<file path="src/rtl/mips_mc_pkg.sv">
// mips_mc_pkg: opcode/funct constants, ALU control codes and FSM states shared by the multicycle core
package mips_mc_pkg;
  localparam logic [5:0] OP_RTYPE = 6'h00, OP_J = 6'h02, OP_BEQ = 6'h04, OP_BNE = 6'h05;
  localparam logic [5:0] OP_ADDI = 6'h08, OP_LW = 6'h23, OP_SW = 6'h2B;
  localparam logic [5:0] FN_ADD = 6'h20, FN_SUB = 6'h22, FN_AND = 6'h24, FN_OR = 6'h25, FN_SLT = 6'h2A;
  localparam logic [2:0] ALU_AND = 3'b000, ALU_OR = 3'b001, ALU_ADD = 3'b010, ALU_SUB = 3'b110, ALU_SLT = 3'b111;
  typedef enum logic [3:0] {
    RST, FETCH, DECODE, EXEC, ALUWB, MEMADR, MEMRD, MEMWB, MEMWR, ADDIWB, BRANCH, JUMP, HALT
  } state_t;
  // returns {legal, alu_ctl}; an unsupported funct comes back with legal = 0
  function automatic logic [3:0] funct_ctl(input logic [5:0] fn);
    return fn == FN_ADD ? {1'b1, ALU_ADD} :
           fn == FN_SUB ? {1'b1, ALU_SUB} :
           fn == FN_AND ? {1'b1, ALU_AND} :
           fn == FN_OR  ? {1'b1, ALU_OR}  :
           fn == FN_SLT ? {1'b1, ALU_SLT} : 4'b0000;
  endfunction
endpackage

</file>
<file path="src/rtl/mc_regfile.sv">
// mc_regfile: NREGS x 32 register file, two asynchronous read ports, one write port, r0 reads zero
module mc_regfile #(
  parameter int NREGS = 32
) (
  input  logic                     clock,
  input  logic                     reset,
  input  logic                     we,
  input  logic [$clog2(NREGS)-1:0] wa,
  input  logic [31:0]              wd,
  input  logic [$clog2(NREGS)-1:0] ra1,
  input  logic [$clog2(NREGS)-1:0] ra2,
  output logic [31:0]              rd1,
  output logic [31:0]              rd2
);
  logic [31:0] regs [NREGS];
  always_ff @(posedge clock or negedge reset)
    if (!reset) for (int i = 0; i < NREGS; i++) regs[i] <= '0;
    else if (we && wa != '0) regs[wa] <= wd;
  assign rd1 = regs[ra1];
  assign rd2 = regs[ra2];
endmodule

</file>
<file path="src/rtl/mips_multicycle_core.sv">
// mips_multicycle_core: FSM-sequenced MIPS subset with one shared ALU and one req/ready memory port
module mips_multicycle_core import mips_mc_pkg::*; #(
  parameter logic [31:0] RESET_PC = 32'h0000_0000,
  parameter int          ADDR_W   = 16,
  parameter int          NREGS    = 32
) (
  input  logic              clock,
  input  logic              reset,
  output logic              mem_req,
  output logic              mem_we,
  output logic [ADDR_W-1:0] mem_addr,
  output logic [31:0]       mem_wdata,
  input  logic              mem_ready,
  input  logic [31:0]       mem_rdata,
  output logic              halted,
  output logic [31:0]       pc_dbg
);
  localparam int RW = $clog2(NREGS);
  state_t state, nxt;
  logic [31:0] pc, ir, a, b, alu_out, mdr, rd1, rd2, alu_x, alu_y, alu_res, se, rf_wd;
  logic [5:0] op;
  logic [3:0] fctl;
  logic [2:0] alu_ctl;
  logic rf_we;
  logic [RW-1:0] rf_wa;
  assign op = ir[31:26];
  assign se = {{16{ir[15]}}, ir[15:0]};
  assign fctl = funct_ctl(ir[5:0]);
  assign pc_dbg = pc;
  mc_regfile #(.NREGS(NREGS)) u_rf (
    .clock(clock), .reset(reset), .we(rf_we), .wa(rf_wa), .wd(rf_wd),
    .ra1(ir[21 +: RW]), .ra2(ir[16 +: RW]), .rd1(rd1), .rd2(rd2)
  );
  always_ff @(posedge clock or negedge reset)
    if (!reset) state <= RST;
    else state <= nxt;
  always_comb begin
    nxt = state;
    case (state)
      RST:    nxt = FETCH;
      FETCH:  nxt = mem_ready ? DECODE : FETCH;
      DECODE: nxt = op == OP_RTYPE ? EXEC :
                    (op == OP_LW || op == OP_SW || op == OP_ADDI) ? MEMADR :
                    (op == OP_BEQ || op == OP_BNE) ? BRANCH :
                    op == OP_J ? JUMP : HALT;
      EXEC:   nxt = fctl[3] ? ALUWB : HALT;
      MEMADR: nxt = op == OP_ADDI ? ADDIWB : alu_res[1:0] != 2'b00 ? HALT : op == OP_LW ? MEMRD : MEMWR;
      MEMRD:  nxt = mem_ready ? MEMWB : MEMRD;
      MEMWR:  nxt = mem_ready ? FETCH : MEMWR;
      ALUWB, MEMWB, ADDIWB, BRANCH, JUMP: nxt = FETCH;
      default: nxt = HALT;
    endcase
  end
  // the single ALU computes PC+4 in FETCH and the branch target in DECODE
  always_comb begin
    mem_req   = state inside {FETCH, MEMRD, MEMWR};
    mem_we    = state == MEMWR;
    mem_addr  = state == FETCH ? pc[ADDR_W-1:0] : alu_out[ADDR_W-1:0];
    mem_wdata = b;
    halted    = state == HALT;
    alu_x     = (state == FETCH || state == DECODE) ? pc : a;
    alu_y     = state == FETCH ? 32'd4 : state == DECODE ? se << 2 : state == EXEC ? b : se;
    alu_ctl   = state == EXEC ? fctl[2:0] : ALU_ADD;
    rf_we     = state inside {ALUWB, MEMWB, ADDIWB};
    rf_wa     = state == ALUWB ? ir[11 +: RW] : ir[16 +: RW];
    rf_wd     = state == MEMWB ? mdr : alu_out;
  end
  assign alu_res = alu_ctl == ALU_AND ? alu_x & alu_y :
                   alu_ctl == ALU_OR  ? alu_x | alu_y :
                   alu_ctl == ALU_SUB ? alu_x - alu_y :
                   alu_ctl == ALU_SLT ? {31'b0, $signed(alu_x) < $signed(alu_y)} : alu_x + alu_y;
  always_ff @(posedge clock or negedge reset)
    if (!reset) begin
      pc      <= RESET_PC;
      ir      <= '0;
      a       <= '0;
      b       <= '0;
      alu_out <= '0;
      mdr     <= '0;
    end else begin
      if (state == FETCH && mem_ready) begin
        ir <= mem_rdata;
        pc <= alu_res;
      end
      if (state == DECODE) begin
        a <= rd1;
        b <= rd2;
      end
      if (state inside {DECODE, EXEC, MEMADR}) alu_out <= alu_res;
      if (state == MEMRD && mem_ready) mdr <= mem_rdata;
      if (state == BRANCH && ((a == b) ^ (op == OP_BNE))) pc <= alu_out;
      if (state == JUMP) pc <= {pc[31:28], ir[25:0], 2'b00};
    end
endmodule

</file>
<file path="config.mk">
export PLATFORM = sky130hd
export DESIGN_NAME = mips_multicycle_core
export DESIGN_NICKNAME = d
export VERILOG_FILES = /design/src/rtl/mips_mc_pkg.sv /design/src/rtl/mc_regfile.sv /design/src/rtl/mips_multicycle_core.sv
export SDC_FILE = /design/constraint.sdc
export NUM_CORES = 2
export LEC_CHECK = 0
export CORE_MARGIN = 2
export CORE_UTILIZATION = 59
export DETAILED_ROUTE_END_ITERATION = 6
export PLACE_DENSITY_LB_ADDON = 0.1
export SLEW_MARGIN = 25
export SYNTH_ARGS = -nofsm -noshare
export SYNTH_HDL_FRONTEND = slang
export SYNTH_SLANG_ARGS = --single-unit
</file>
<file path="constraint.sdc">
create_clock -name clock -period 6.4 [get_ports clock]
set_input_delay 1.6 -clock clock [delete_from_list [all_inputs] [get_ports clock]]
set_output_delay 1.6 -clock clock [all_outputs]
set_load 0.02 [all_outputs]
</file>
==> flow_metrics.env <==
export IMPL_fp_dieW_um=341
export IMPL_max_slew_margin_pct=23.4
export IMPL_maxSlewViolCount=0
export IMPL_port_buffer_count=117
export IMPL_tns_ps=0
export IMPL_cts_made_buffers=134
export IMPL_multi_input_comb_area_um2=34000
export IMPL_cp_end_kind="flip-flop"
export IMPL_drtPass1Iterations=6
export IMPL_ant_nets=0
export IMPL_ys_warn_count=0
export IMPL_layout_common_cells="1,210 x dfrtp_1, 956 x nand2_1, 690 x o21ai_0, 640 x mux4_2, 458 x a21oi_1"
export IMPL_drive_gt1_share_pct=19.8
export IMPL_cp_slowest_cell="dfrtp_1"
export IMPL_die_h_um=341
export IMPL_drt_iter0_drc=6388
export IMPL_hold_depth=0
export IMPL_clk_latency_ps=770
export IMPL_cts_root_buf="clkbuf_16"
export IMPL_dp_hpwl_um=132000
export IMPL_status="finished, final reports clean"
export IMPL_leakagePower_nw=31.4
export IMPL_grt_start_max_net_pins=160
export IMPL_synth_edff_count=0
export IMPL_fmax_mhz=190
export IMPL_antenna_found_initial=11
export IMPL_cts_sinks=1220
export IMPL_via_per_inst=6.80
export IMPL_critPathMaxFanout=21
export IMPL_setup_viol=0
export IMPL_vdd_drop_max_uv=358
export IMPL_num_io_pins=118
export IMPL_period_share_pct=82.4
export IMPL_cts_setup_buffers=0
export IMPL_synth_avg_cell_area_um2=11.0
export IMPL_start_util_pct=59.5
export IMPL_finalPower_w=0.0434
export IMPL_rows=123
export IMPL_wl_um=220000
export IMPL_drc=0
export IMPL_dieArea_um2=116000
export IMPL_seq_area_um2=30600
export IMPL_cts_resized=0
export IMPL_yosysUniqueCellTypes=100
export IMPL_crit_required_ps=7050
export IMPL_ys_ff_latch=1220
export IMPL_grt_pass1_wl_um=328000
export IMPL_track_usage_pct=38.6
export IMPL_start_kind="flip-flop"
export IMPL_first_global_vias=49500
export IMPL_layout_commonest_cell="dfrtp_1"
export IMPL_htreeDepth=4
export IMPL_cts_tree="built"
export IMPL_clock_path_buffers=3
export IMPL_cp_cell_sequence="nor2_1, o21ai_4, buf_4, buf_4, mux2i_1, ha_1, or2_1, or3_1, a311oi_2, nand3_1, o22ai_1, o211a_1, mux2i_1, a221oi_1, o21ai_0"
export IMPL_worst_slew_pin_slew_ps=1150
export IMPL_routedWlPerCell_um=29.6
export IMPL_layout_min_cycle_time_ps=5280
export IMPL_nFillCells=8494
export IMPL_num_vias=50700
export IMPL_synth_yosys_seq_area_share_pct=45.7
export IMPL_criticalPathCategory="flip-flop to flip-flop"
export IMPL_synthArstFlopShare_pct=100
export IMPL_power_density_nw_per_um2=588
export IMPL_syn_nets=6185
export IMPL_clkSlewWorstSetupHoldPaths_ps=60
export IMPL_cp_arrival_ps=5920
export IMPL_synth_area_um2=66800
export IMPL_synth_flop_cell="dfrtp_1"
export IMPL_area_growth_pct=10.4
export IMPL_slowest_delay_ps=820
export IMPL_routabilityCongestion=1.00
export IMPL_grt_setup_unrepaired="no"
export IMPL_drv_cap=0
export IMPL_report_final_hold_viol_count=0
export IMPL_hold_class="flip-flop to flip-flop"
export IMPL_clock_skew_ps=24.5
export IMPL_nets=5971
export IMPL_r2r_cells=15
export IMPL_overflow=0
export IMPL_core_region_area_um2=112000
export IMPL_synthCells=6052
export IMPL_hold_buffers=0
==> path summary, 6_finish.rpt <==
kind | startpoint | to | slack, ps
setup / recovery | state[1] | alu_out[27] | 1120
hold / removal | u_rf.regs[1018] | u_rf.regs[1018] | 390
setup reg to reg | state[1] | alu_out[27] | 1120
hold reg to reg | u_rf.regs[1018] | u_rf.regs[1018] | 390
max in group asynchronous | reset | u_rf.regs[278] | 4110
min in group asynchronous | reset | u_rf.regs[835] | 790
==> state kept, by name, summed over array words and instances (netlist names) <==
| register | cells |
|---|---|
| mdr | 32 |
| alu_out | 32 |
| pc_dbg | 32 |
| state | 4 |
| a | 32 |
| ir | 32 |
| mem_wdata | 32 |
| u_rf.regs | 1024 |
==> worst max-delay path: cells and delay by family, from the launching register on <==
family / cells / cell delay, ps
flops: 1 / 820
buf+inv: 2 / 610
fa+ha+maj: 1 / 390
simple gates: 4 / 1010
compound gates: 6 / 1950
mux: 2 / 350
==> cells in the mapped netlist, types with 10 or more instances <==
cell type,instances,share of area [%]
mux2i_1,137,2.1
o21ai_2,10,0.13
mux4_2,640,22
nor2b_1,20,0.19
nand3_1,27,0.20
a31oi_1,16,0.15
ha_1,96,1.8
a221o_1,17,0.25
nand4_1,13,0.12
mux2_2,57,0.96
o21a_1,21,0.24
a211oi_1,22,0.25
o21ai_0,690,5.2
dfrtp_1,1220,46
o31ai_1,14,0.16
xnor2_1,49,0.64
o21bai_1,12,0.13
inv_1,94,0.53
o211ai_1,15,0.17
buf_1,45,0.25
nand2_1,977,5.5
a22o_1,25,0.33
nand2b_1,13,0.12
nor2_1,461,2.6
a21o_1,28,0.31
a21oi_1,459,3.4
o21ai_1,114,0.85
clkbuf_1,412,2.3
nor3_1,27,0.20
buf_2,117,0.88
==> per-stage QoR <==
stage / hold WS (ps) / setup slack, ps / cells / area, um^2 / utilization (%)
3_3_place_gp: 376 / 1290 / 7197 / 68900 / 61.4
2_1_floorplan: 441 / 1970 / 6052 / 66800 / -
3_5_place_dp: 383 / 1200 / 7201 / 69100 / 61.5
5_1_grt: 406 / 709 / 7446 / 73800 / 65.7
6_report: 391 / 1120 / 7452 / 73800 / 65.7
4_1_cts: 395 / 1190 / 7443 / 73600 / 65.6
==> per-layer routing <==
layer  vias up  global-route usage (%)  wire (um)
li1      21500                       -          -
met1     25900                    55.9      88800
met2      2780                    57.1      99300
met3       514                    9.01      23300
met4         2                    15.3       9060
met5         -                       0         14
==> cell families after synthesis <==
family	share of synthesized area (%)
simple gates	9.87
compound gates	13.1
flops	45.7
mux	24.7
buf+inv	4.21
fa+ha+maj	1.86
xor+xnor	0.655
==> area by class of cell <==
| class | count | share of cell area (%) |
|---|---|---|
| Timing Repair Buffer | 239 | 3.25 |
| Antenna cell | 8 | 0.0271 |
| Inverter | 98 | 0.499 |
| Tap cell | 1500 | 2.54 |
| Sequential cell | 1220 | 41.4 |
| Multi-Input combinational cell | 4145 | 46.1 |
| Clock buffer | 194 | 5.34 |
| Clock inverter | 48 | 0.856 |
==> where the power goes <==
part | switching [W] | internal, W
Sequential | 0.00340 | 0.0106
Combinational | 0.0122 | 0.00918
Clock | 0.00336 | 0.00469
Total | 0.0190 | 0.0245
No activity file was read; power rests on OpenSTA's default activity.
